<file path="config.mk">
export PLATFORM = sky130hd
export DESIGN_NAME = pipe_stage_reg
export DESIGN_NICKNAME = d
export VERILOG_FILES = /design/src/rtl/pipe_pkg.sv /design/src/rtl/pipe_stage_reg_sat_counter.sv /design/src/rtl/pipe_stage_reg.sv
export SDC_FILE = /design/constraint.sdc
export NUM_CORES = 1
export LEC_CHECK = 0
export BUFFER_PORTS_ARGS = -buffer_cell sky130_fd_sc_hd__buf_4
export CAP_MARGIN = 20
export CORE_MARGIN = 10
export CORE_UTILIZATION = 40
export CTS_BUF_LIST = sky130_fd_sc_hd__clkbuf_8
export DETAILED_ROUTE_END_ITERATION = 12
export PLACE_DENSITY = 0.69
export SLEW_MARGIN = 20
export SYNTH_ARGS = -nofsm -noshare
export SYNTH_HDL_FRONTEND = slang
export SYNTH_SLANG_ARGS = --single-unit
export TNS_END_PERCENT = 10
</file>
<file path="constraint.sdc">
create_clock -name clk -period 5.43 [get_ports clk]
set_input_delay 0.2715 -clock clk [delete_from_list [all_inputs] [get_ports clk]]
set_output_delay 0.2715 -clock clk [all_outputs]
set_load 0.005 [all_outputs]
</file>
<file path="src/rtl/pipe_pkg.sv">
// Shared definitions for the pipeline stage registers: the stage occupancy
// states and the NOP encoding integrators tie to def_val.
package pipe_pkg;

    typedef enum logic [1:0] {
        EMPTY     = 2'd0,
        FULL      = 2'd1,
        FULL_SKID = 2'd2
    } stage_state_t;

    localparam logic [31:0] PIPE_NOP = 32'h0000_0013;

endpackage

</file>
<file path="src/rtl/pipe_stage_reg_sat_counter.sv">
// Saturating up-counter used to accumulate stall cycles at a stage boundary.
module sat_counter #(
    parameter int W = 16
) (
    input  logic         clk,
    input  logic         rst,
    input  logic         inc,
    output logic [W-1:0] cnt
);

    // Stops at all-ones so long stalls never wrap back to a small count.
    always_ff @(posedge clk) begin
        if (rst) begin
            cnt <= '0;
        end else if (inc && (cnt != '1)) begin
            cnt <= cnt + 1'b1;
        end
    end

endmodule

</file>
<file path="src/rtl/pipe_stage_reg.sv">
// Valid/ready pipeline stage register with flush-to-bubble and a stall counter.
// Define PIPE_STAGE_SKID_EN to add a skid buffer and a fully registered in_ready.
module pipe_stage_reg
    import pipe_pkg::*;
#(
    parameter int N     = 32,
    parameter int CNT_W = 16
) (
    input  logic             clk,
    input  logic             rst,
    input  logic [N-1:0]     def_val,
    input  logic             flush,
    input  logic             in_valid,
    input  logic [N-1:0]     in_data,
    output logic             in_ready,
    output logic             out_valid,
    output logic [N-1:0]     out_data,
    input  logic             out_ready,
    output logic [CNT_W-1:0] stall_cnt
);

    stage_state_t state_q, state_d;
    logic [N-1:0] main_q, main_d;
    logic         in_fire;
    logic         out_fire;

    assign out_valid = (state_q != EMPTY);
    assign out_data  = main_q;
    assign in_fire   = in_valid && in_ready;
    assign out_fire  = out_valid && out_ready;

`ifdef PIPE_STAGE_SKID_EN
    logic [N-1:0] skid_q, skid_d;
    logic         ready_q;

    // in_ready comes straight from a flop: low only while the skid holds a beat.
    always_ff @(posedge clk) begin
        if (rst) begin
            ready_q <= 1'b1;
        end else begin
            ready_q <= (state_d != FULL_SKID);
        end
    end

    assign in_ready = ready_q;
`else
    assign in_ready = !out_valid || out_ready;
`endif

    // Flush wins over any load; a beat accepted in that cycle is dropped.
    always_comb begin
        state_d = state_q;
        main_d  = main_q;
`ifdef PIPE_STAGE_SKID_EN
        skid_d  = skid_q;
`endif
        if (flush) begin
            state_d = EMPTY;
            main_d  = def_val;
`ifdef PIPE_STAGE_SKID_EN
            skid_d  = '0;
`endif
        end else begin
            case (state_q)
                EMPTY: begin
                    if (in_fire) begin
                        state_d = FULL;
                        main_d  = in_data;
                    end
                end
                FULL: begin
                    if (out_fire && in_fire) begin
                        main_d = in_data;
                    end else if (out_fire) begin
                        state_d = EMPTY;
                        main_d  = def_val;
                    end
`ifdef PIPE_STAGE_SKID_EN
                    else if (in_fire) begin
                        state_d = FULL_SKID;
                        skid_d  = in_data;
                    end
`endif
                end
`ifdef PIPE_STAGE_SKID_EN
                FULL_SKID: begin
                    if (out_fire) begin
                        state_d = FULL;
                        main_d  = skid_q;
                    end
                end
`endif
                default: begin
                    state_d = EMPTY;
                    main_d  = def_val;
                end
            endcase
        end
    end

    always_ff @(posedge clk) begin
        if (rst) begin
            state_q <= EMPTY;
            main_q  <= def_val;
`ifdef PIPE_STAGE_SKID_EN
            skid_q  <= '0;
`endif
        end else begin
            state_q <= state_d;
            main_q  <= main_d;
`ifdef PIPE_STAGE_SKID_EN
            skid_q  <= skid_d;
`endif
        end
    end

    sat_counter #(
        .W(CNT_W)
    ) u_stall_cnt (
        .clk (clk),
        .rst (rst),
        .inc (out_valid && !out_ready),
        .cnt (stall_cnt)
    );

endmodule
</file>
==> results of run 1 <==
through the flow:
step | setup WS (ps) | total power [W]
floorplan | 2032 | 0.0004759
global placement | 3180 | 0.0005556
detailed placement | 3163 | 0.0005582
CTS | 3294 | 0.0007723
global route | 3172 | 0.0007973
finish | 3317 | 0.0007634
sequential cells by signal, indices dropped and copies added (netlist names):
name and cells:
u_stall_cnt.cnt 16, out_data 32, state_q 1
cells by family (layout without fill, tap and decap cells):
family          count (synthesis)  after routing  share of synthesized area, %
mux                            37             37                         18.09
flops                          49             49                         56.68
fa+ha+maj                       1              1                        0.5449
simple gates                   52             52                         15.91
compound gates                 20             20                         6.322
buf+inv                         9            131                         1.689
xor+xnor                        2              2                        0.7631
per-layer routing:
layer	GRT usage, %	routed length, microns	vias up
met4	3.686	53	0
met5	0	0	-
met1	15.46	2705	842
li1	-	-	900
met2	23.31	3141	87
met3	4.591	712	5
area by class of cell:
type                       count  area share [%]
clock buffer                   5           2.035
clock inverter                 3          0.5549
inverter                       3          0.3330
multi-input combinational    112           28.71
sequential                    49           38.48
tap                           72           2.664
timing repair buffer         120           27.23
cells in the final DEF, fill, tap and decap left out, types with 2 or more instances in the layout:
cell        synthesis  final
xor2_1              2      2
or4_1               4      4
nor2b_1             4      4
and3_1              2      2
a21oi_1             7      7
nand2_1             3      3
buf_4               0    119
nor3_1              6      6
clkbuf_8            0      5
nand3_1             3      3
mux2_2             35     35
nand4_4             3      3
nand4_1             3      3
o21ai_0             4      3
inv_1               3      4
edfxtp_1           32     32
nor2_1             12     12
or3_2               2      2
dfxtp_1            17     17
nor4_2              2      2
o31ai_1             4      4
clkinvlp_4          0      2
worst reg2reg max path, delay by kind of cell, from the launching register on:
family	cells	cell delay, ps
DFF	1	500
AOI/OAI and AO/OA	2	420
and+or+nand+nor	2	1130
path summary, 6_finish.rpt:
check	cells after the start	endpoint
min	2	state_q[0]
max	4	u_stall_cnt.cnt[3]
max reg2reg	4	u_stall_cnt.cnt[3]
min reg2reg	2	u_stall_cnt.cnt[3]
power by group:
group	internal (W)	switching, W	total (W)
logic	0.0000792	0.0000395	0.000119
clock network	0.0000892	0.000125	0.000214
registers	0.000424	0.00000736	0.000431
total	0.000592	0.000171	0.000763
==> out/metrics.yaml, run 1 <==
synth:
  async_flop_share_pct: 0
  netlist_area_sq_um: 2296
  synthCells: 170
  yosysMostFrequentCell: "mux2_2"
  synth_common_cells: "mux2_2, edfxtp_1, dfxtp_1"
  synth-seq-cells: 49
  synth_nets: 240
  synth_top_flop_cell: "edfxtp_1"
  synthTopCellsByArea: "edfxtp_1, mux2_2, dfxtp_1"
  yosysTopAreaCellShare_pct: 41.85
  synth_cell_types: 37
  ys_seq_area_share_pct: 56.68
  synth_warnings: 0
  yosysTopAreaCell: "edfxtp_1"
  synth_area_per_cell_sq_um: 13.51
  synth_edf_count: 32
pwr:
  vdd_drop_max_mv: 0.1132
  powerDensity_nw_per_um2: 225.7
  p_leak_nw: 1.419
setup_path:
  critPathMaxStageDelay_ps: 630
  crit_buf_inv: 0
  cp_data_arrival_time_ps: 2350
  path_delay_family: "simple AND/OR/NAND/NOR gates"
  cp.required_ps: 5660
  worstSetupStartpointType: "register"
  crit_type: "register to register"
  startpoint: "state_q[0]"
  cp_slowest_cell: "nor2b_1"
  path_cells: "nor2b_1, o41ai_4, or3_2, a21oi_1"
  end_kind: "register"
  rrSetupSlack_ps: 3320
  reg2reg_from: "state_q[0]"
  path_max_fanout: 9
route:
  ant_nets: 0
  vias: 1834
  via_per_inst: 5.038
  first_pass_iters: 4
  initialDrtViolationCount: 63
  post_drt_wl_per_cell_microns: 18.17
  drc_errors: 0
  routed_wl_microns: 6613
final_layout:
  area_growth_pct: 47.30
  drive_gt1_share_pct: 59.93
  final_util_pct: 61.04
  stdcell_count: 364
  seqCellArea_sq_um: 1301
  diodes: 0
  layout.nets: 361
  multi_input_area_sq_um: 970.9
  post-route-cell-area_sq_um: 3382
  fillCellCount: 482
placement:
  place.port_buffers: 118
  gp_congestion: 0.8147
  dp_hpwl_microns: 5172
  place_inst: 355
  dpl_cell_area_sq_um: 3267
global_routing:
  antenna_found_initial: 0
  grt_overflow_total: 0
  grt_pass1_wl_microns: 9618
  grt_usage_pct: 13.45
  grt_max_degree: 33
  grt_pass1_vias: 1802
clock_tree:
  numCtsBuffers: 5
  clk_latency_ps: 300
  postCtsSetupBuffers: 0
  ctsHoldBuffers: 0
  cts_tree: "built"
  clock_sinks: 49
  cts_root_buffer: "clkbuf_8"
  htreeDepth: 2
  clock_path_buffers: 2
  cts.repair.resized: 0
  clk_pin_slew_ps: 90
floorplan:
  die_y_microns: 95.76
  start_util_pct: 41.44
  core-area_sq_um: 5540
  rows: 27
  ioPinCount: 119
  die_w_microns: 95.76
  die_area_sq_um: 9170
sta:
  tns_ps: 0
  worst_slew_margin_rel_pct: 52.88
  worstMarginPinSlew_ps: 705.3
  hold_viol: 0
  whs_ps: 205.1
  setup_violations: 0
  drv_slew: 0
  fmax_mhz: 473.4
  rsz0062_at_grt: "false"
  post-route-period-util_pct: 38.91
  finClkSkew_ps: 9.430
  period_minus_slack_ps: 2113
job:
  max_cap_violations: 0
min_path:
  hold_class: "input pin to register"
  min_from: "in_valid"
status:
  status: "completed"
No activity file was read; power rests on OpenSTA's default activity.
==> run 2: changes to the inputs <==
--- a/config.mk
+++ b/config.mk
@@ -5,13 +5,14 @@
 export SDC_FILE = /design/constraint.sdc
 export NUM_CORES = 1
 export LEC_CHECK = 0
+export ABC_AREA = 1
 export BUFFER_PORTS_ARGS = -buffer_cell sky130_fd_sc_hd__buf_4
 export CAP_MARGIN = 20
 export CORE_MARGIN = 10
 export CORE_UTILIZATION = 40
 export CTS_BUF_LIST = sky130_fd_sc_hd__clkbuf_8
 export DETAILED_ROUTE_END_ITERATION = 12
-export PLACE_DENSITY = 0.69
+export PLACE_DENSITY = 0.71
 export SLEW_MARGIN = 20
 export SYNTH_ARGS = -nofsm -noshare
 export SYNTH_HDL_FRONTEND = slang
==> constraint.sdc (replaced) <==
create_clock -name clk -period 1.9 [get_ports clk]
set_input_delay 0.095 -clock clk [delete_from_list [all_inputs] [get_ports clk]]
set_output_delay 0.095 -clock clk [all_outputs]
set_load 0.005 [all_outputs]
==> run 2 against run 1 <==
Effect of this change:
- combinational power grew to 3.0 times the previous value
- clock skew shrank 6.5 ps
- core utilization shrank 1.7 points
- first-iteration DRC count rose by 11%
- non-clock buffer count grew 1
- clock power grew to 3.3 times the previous value
- critical path depth up 3
- sequential power grew to 2.9 times the previous value
- via count increased by 20%
- clock-buffer cell count did not move
- wire length increased by 7.0%
==> out/metrics.yaml, run 2 <==
min_path:
  hold_class: "input pin to register"  # unchanged
  hold_path_depth: 2  # unchanged
synth:
  synth_xor_area_share_pct: 2.198  # was 0.7629%
  synthMuxAreaShare_pct: 0  # was 18.09%
  yosysTopAreaCell: "edfxtp_1"  # unchanged
  synth_nets: 353  # was 240
  synthCells: 283  # was 170
  async_flop_share_pct: 0  # unchanged
  synth-seq-cells: 49  # unchanged
  synth_top_family_by_area: "simple AND/OR/NAND/NOR gates"  # was multiplexers
  synth_cell_types: 26  # was 37
  synth_edf_count: 32  # unchanged
  synth_area_per_cell_sq_um: 8.449  # was 13.51 sq um
  synth_top_flop_cell: "edfxtp_1"  # unchanged
  yosysTopAreaCellShare_pct: 40.19  # was 41.85%
  synthAdderAreaFrac_pct: 0.5233  # was 0.5450%
  synth-simple-area-share_pct: 22.55  # was 15.91%
  synth_compound_area_share_pct: 11.51  # was 6.322%
  yosysMostFrequentCell: "nand2_1"  # was mux2_2
  netlist_area_sq_um: 2391  # was 2296 sq um
  synth_warnings: 0  # unchanged
  ys_seq_area_share_pct: 54.42  # was 56.68%
  synth_common_cells: "nand2_1, inv_1, edfxtp_1"  # was mux2_2, edfxtp_1, dfxtp_1
  synthTopCellsByArea: "edfxtp_1, dfxtp_1, nand2_1"  # was edfxtp_1, mux2_2, dfxtp_1
setup_path:
  reg2regPathDepth: 7  # was 4
  path_max_fanout: 10  # was 9
  worstSetupStartpointType: "register"  # unchanged
  crit_buf_inv: 0  # unchanged
  cp_slowest_cell: "dfxtp_1"  # was nor2b_1
  path_delay_family: "compound AO/OA/AOI/OAI gates"  # was simple AND/OR/NAND/NOR gates
  cp.required_ps: 2120  # was 5660 ps
  end_kind: "register"  # unchanged
  cpMostUsedCell: "nand2_1"
  crit_type: "register to register"  # unchanged
  cp_num_cells: 7  # was 4
  critPathMaxStageDelay_ps: 420  # was 630 ps
  cp_data_arrival_time_ps: 1800  # was 2350 ps
  path_cells: "ha_1, nand2_1, nor2_1, nand2_2, o21ai_4, nand2_1, a21oi_1"  # was nor2b_1, o41ai_4, or3_2, a21oi_1
placement:
  gp_congestion: 0.8198  # was 0.8147
  place.port_buffers: 118  # unchanged
  dp_hpwl_microns: 5612  # was 5172 microns
global_routing:
  antenna_found_initial: 0  # unchanged
  grt_pass1_wl_microns: 11230  # was 9618 microns
  grt_max_degree: 65  # was 33
  grt_usage_pct: 14.40  # was 13.45%
  grt_overflow_total: 0  # unchanged
  grt_pass1_vias: 2137  # was 1802
route:
  via_per_inst: 4.609  # was 5.038
  routed_wl_microns: 7074  # was 6613 microns
  vias: 2203  # was 1834
  first_pass_iters: 4  # unchanged
  drc_errors: 0  # unchanged
  initialDrtViolationCount: 70  # was 63
  post_drt_wl_per_cell_microns: 14.80  # was 18.17 microns
  ant_nets: 0  # unchanged
clock_tree:
  clk_latency_ps: 290  # was 300 ps
  postCtsSetupBuffers: 0  # unchanged
  cts_tree: "built"  # unchanged
  htreeDepth: 2  # unchanged
  clock_sinks: 49  # unchanged
  clock_path_buffers: 2  # unchanged
  numCtsBuffers: 5  # unchanged
  cts_root_buffer: "clkbuf_8"  # unchanged
  clk_pin_slew_ps: 80  # was 90 ps
  ctsHoldBuffers: 0  # unchanged
  cts.repair.resized: 0  # unchanged
sta:
  post-route-period-util_pct: 82.69  # was 38.91%
  worst_slew_margin_rel_pct: 73.28  # was 52.88%
  rsz0062_at_grt: "false"  # unchanged
  period_minus_slack_ps: 1571  # was 2113 ps
  drv_slew: 0  # unchanged
  hold_viol: 0  # unchanged
  tns_ps: 0  # unchanged
  finClkSkew_ps: 2.971  # was 9.430 ps
  setup_violations: 0  # unchanged
  whs_ps: 45.73  # was 205.1 ps
  fmax_mhz: 636.5  # was 473.4 MHz
  worstMarginPinSlew_ps: 400.9  # was 705.3 ps
floorplan:
  rows: 28  # was 27
  start_util_pct: 40.87  # was 41.44%
  die_w_microns: 97.32  # was 95.76 microns
  ioPinCount: 119  # unchanged
  die_y_microns: 97.32  # was 95.76 microns
  core-area_sq_um: 5851  # was 5540 sq um
  die_area_sq_um: 9470  # was 9170 sq um
status:
  status: "completed"  # unchanged
final_layout:
  final_cell_mix: "buf_4, nand2_1, inv_1"  # was buf_4, mux2_2, edfxtp_1
  diodes: 0  # unchanged
  fillCellCount: 532  # was 482
  layout.nets: 473  # was 361
  layout.cells.most_common: "buf_4"  # unchanged
  drive_gt1_share_pct: 34.99  # was 59.93%
  largest_reg_flops: 32  # unchanged
  multi_input_area_sq_um: 883.3  # was 970.9 sq um
  seqCellArea_sq_um: 1301  # unchanged
  area_growth_pct: 45.21  # was 47.30%
pwr:
  p_leak_nw: 1.677  # was 1.419 nW
  vdd_drop_max_mv: 0.3314  # was 0.1132 mV
  powerDensity_nw_per_um2: 664.6  # was 225.7 nW/um^2
  finalPower_w: 0.002308  # was 0.0007634 W
job:
  max_cap_violations: 0  # unchanged
[run 2: changes by cell type in the layout (fill, tap and decap cells not counted), moves of 5 or more]
cell / before / now
nand3_1: 3 / 10
inv_1: 4 / 43
mux2_2: 35 / 0
nor2_1: 12 / 20
nand2_1: 3 / 79
o21ai_0: 3 / 30
a21oi_1: 7 / 12
[run 2: logic make-up after synthesis]
logic type,Yosys count
adders and majority gates,1
xor gates and xnor gates,6
and+or+nand+nor,125
buffers and inverters,53
AOI/OAI and AO/OA,49
DFF,49
[run 2: final timing paths]
check / start / endpoint / slack, ps
setup / recovery: u_stall_cnt.cnt[0] / u_stall_cnt.cnt[5] / 330
hold / removal: in_valid / state_q[0] / 50
setup reg to reg: u_stall_cnt.cnt[0] / u_stall_cnt.cnt[5] / 330
hold reg to reg: u_stall_cnt.cnt[1] / u_stall_cnt.cnt[1] / 510
[run 2: area by class of cell]
cell class                      count  area share, %
Multi-Input combinational cell    181          25.44
Inverter                           45          4.865
Clock inverter                      2          1.009
Tap cell                           75          2.703
Clock buffer                        5          1.982
Timing Repair Buffer              121          26.52
Sequential cell                    49          37.48
[run 2: power by group]
group          internal, W  switching [W]  leakage (nW)
combinational     0.000208       0.000150          1.15
clock             0.000383       0.000327        0.0540
sequential         0.00122      0.0000215         0.475
[run 2: per-layer routing]
metal  up-vias  GRT usage (%)  part of all wire (%)
li1       1146              -                     -
met1       960          18.28                    46
met2        91          22.74                    45
met3         6          5.477                   8.9
met4         0          3.020                  0.81
met5         -              0                     0
[run 2: metrics by stage]
stage / utilization, % / cells / instance area [sq um] / worst slack [ps]
floorplan: - / 283 / 2395 / 125.8
global placement: 57.57 / 471 / 3368 / 399.8
detailed placement: 57.57 / 471 / 3368 / 351.1
CTS: 59.35 / 478 / 3472 / 312.4
global route: 59.35 / 478 / 3472 / 140.2
finish: 59.35 / 478 / 3472 / 328.8
==> run 3: changes to the inputs <==
--- a/config.mk
+++ b/config.mk
@@ -12,7 +12,7 @@
 export CORE_UTILIZATION = 40
 export CTS_BUF_LIST = sky130_fd_sc_hd__clkbuf_8
 export DETAILED_ROUTE_END_ITERATION = 12
-export PLACE_DENSITY = 0.71
+export PLACE_DENSITY = 0.68
 export SLEW_MARGIN = 20
 export SYNTH_ARGS = -nofsm -noshare
 export SYNTH_HDL_FRONTEND = slang
==> constraint.sdc (replaced) <==
create_clock -name clk -period 1.6 [get_ports clk]
set_input_delay 0.08 -clock clk [delete_from_list [all_inputs] [get_ports clk]]
set_output_delay 0.08 -clock clk [all_outputs]
set_load 0.005 [all_outputs]
==> run 3 against run 2 <==
Effect of this change:
- die area unchanged
- wire length decreased by 0.44%
- clock power increased by 3%
- combinational power increased by 23%
- via count increased by 2.6%
- non-clock buffer count increased by 6
- global-route usage decreased by 0.75 points
- flip-flop and latch count unchanged
- sequential share of layout area decreased by 0.83 points
- critical path type unchanged
- critical endpoint is now u_stall_cnt.cnt[6]
==> out/metrics.yaml, run 3 (synthesized netlist as in run 2, its figures left out) <==
job:
  max_cap_violations: 0  # unchanged
placement:
  place.port_buffers: 118  # unchanged
  place_inst: 477  # was 471
  dp_hpwl_microns: 5481  # was 5612 microns
  gp_congestion: 0.8218  # was 0.8198
sta:
  fmax_mhz: 673.7  # was 636.5 MHz
  setup_violations: 0  # unchanged
  tns_ps: 0  # unchanged
  rsz0062_at_grt: "false"  # unchanged
  finClkSkew_ps: 2.472  # was 2.971 ps
  worstMarginPinSlew_ps: 260.0  # was 400.9 ps
  period_minus_slack_ps: 1484  # was 1571 ps
  hold_viol: 0  # unchanged
  drv_slew: 0  # unchanged
  worst_slew_margin_rel_pct: 82.60  # was 73.28%
  post-route-period-util_pct: 92.77  # was 82.69%
final_layout:
  area_growth_pct: 48.51  # was 45.21%
  final_util_pct: 60.69  # was 59.35%
  diodes: 0  # unchanged
  final_cell_mix: "buf_4, nand2_1, inv_1"  # unchanged
  drive_gt1_share_pct: 36.65  # was 34.99%
  layout.nets: 481  # was 473
  layout.cells.most_common: "buf_4"  # unchanged
  stdcell_count: 487  # was 478
  largest_reg_flops: 32  # unchanged
clock_tree:
  clock_sinks: 49  # unchanged
  numCtsBuffers: 5  # unchanged
  ctsHoldBuffers: 0  # unchanged
  cts_tree: "built"  # unchanged
  clk_pin_slew_ps: 90  # was 80 ps
  clk_latency_ps: 300  # was 290 ps
  cts_root_buffer: "clkbuf_8"  # unchanged
  htreeDepth: 2  # unchanged
  clock_path_buffers: 2  # unchanged
route:
  post_drt_wl_per_cell_microns: 14.46  # was 14.80 microns
  routed_wl_microns: 7043  # was 7074 microns
  initialDrtViolationCount: 65  # was 70
  vias: 2261  # was 2203
  ant_nets: 0  # unchanged
  first_pass_iters: 4  # unchanged
  drc_errors: 0  # unchanged
  via_per_inst: 4.643  # was 4.609
setup_path:
  cpMostUsedCell: "nand2_1"  # unchanged
  end_kind: "register"  # unchanged
  cp_slowest_cell: "dfxtp_1"  # unchanged
  path_cells: "ha_1, nand2_1, nor2_2, nand2_2, o21ai_2, nand2_1, a21oi_1"  # was ha_1, nand2_1, nor2_1, nand2_2, o21ai_4, nand2_1, a21oi_1
  critPathMaxStageDelay_ps: 390  # was 420 ps
  path_max_fanout: 5  # was 10
  worstSetupStartpointType: "register"  # unchanged
  cp_data_arrival_time_ps: 1720  # was 1800 ps
  path_delay_family: "simple AND/OR/NAND/NOR gates"  # was compound AO/OA/AOI/OAI gates
  cp.required_ps: 1830  # was 2120 ps
  crit_type: "register to register"  # unchanged
  crit_buf_inv: 0  # unchanged
status:
  status: "completed"  # unchanged
pwr:
  p_leak_nw: 1.713  # was 1.677 nW
  finalPower_w: 0.002635  # was 0.002308 W
  powerDensity_nw_per_um2: 742.0  # was 664.6 nW/um^2
  vdd_drop_max_mv: 0.3199  # was 0.3314 mV
floorplan:
  core-area_sq_um: 5851  # unchanged
  ioPinCount: 119  # unchanged
  die_w_microns: 97.32  # unchanged
  die_y_microns: 97.32  # unchanged
  rows: 28  # unchanged
  die_area_sq_um: 9470  # unchanged
  start_util_pct: 40.87  # unchanged
global_routing:
  antenna_found_initial: 0  # unchanged
  grt_overflow_total: 0  # unchanged
  grt_pass1_vias: 2121  # was 2137
  grt_usage_pct: 13.65  # was 14.40%
  grt_pass1_wl_microns: 10830  # was 11230 microns
  grt_max_degree: 65  # unchanged
min_path:
  hold_class: "input pin to register"  # unchanged
-- run 3: per-stage QoR --
step | hold WS [ps] | worst slack [ps] | cell area (sq um)
3_5_place_dp | 338.9 | 91.00 | 3433
5_1_grt | 25.64 | 23.48 | 3551
3_3_place_gp | 342.6 | 145.6 | 3433
2_1_floorplan | 156.1 | 118.7 | 2402
6_report | 28.29 | 115.7 | 3551
4_1_cts | 23.72 | 67.79 | 3523
-- run 3: routing by layer --
metal / vias to the layer above / wire (microns) / global-route usage, %
met1: 999 / 3330 / 17.65
met4: 0 / 59 / 3.356
met2: 87 / 3081 / 21.09
met3: 7 / 571 / 4.979
li1: 1168 / - / -
met5: - / 0 / 0
-- run 3: worst reg2reg max path, cell delays in order (launching register included) --
cell and delay (ps):
dfxtp_1 390, ha_1 220, nand2_1 80, nor2_2 120, nand2_2 130, o21ai_2 260
nand2_1 90, a21oi_1 140
-- run 3: repair_timing --
action                     4_1_cts  5_1_grt
gates resized for setup          0        3
buffers inserted                 0        0
setup endpoints to repair        0       12
-- run 3: worst paths after layout --
kind	startpoint	end	slack (ps)	cells past startpoint
max reg2reg	u_stall_cnt.cnt[1]	u_stall_cnt.cnt[6]	120	7
max	u_stall_cnt.cnt[1]	u_stall_cnt.cnt[6]	120	7
min	in_valid	state_q[0]	30	2
min reg2reg	u_stall_cnt.cnt[1]	u_stall_cnt.cnt[1]	510	2
-- run 3: where the power goes --
| part | switching, W | internal (W) | leakage, nW |
|---|---|---|---|
| logic | 0.000184 | 0.000255 | 1.19 |
| registers | 0.0000224 | 0.00145 | 0.475 |
| clock network | 0.000417 | 0.000311 | 0.0445 |
| total | 0.000624 | 0.00201 | 1.71 |
-- run 3: final cells by class --
type / instances / area (sq um)
Sequential cell: 49 / 1301
Multi-Input combinational cell: 183 / 918.4
Clock inverter: 3 / 21.27
Fill cell: 506 / 2300
Timing Repair Buffer: 127 / 978.4
Clock buffer: 5 / 68.82
Inverter: 45 / 168.9
Tap cell: 75 / 93.84
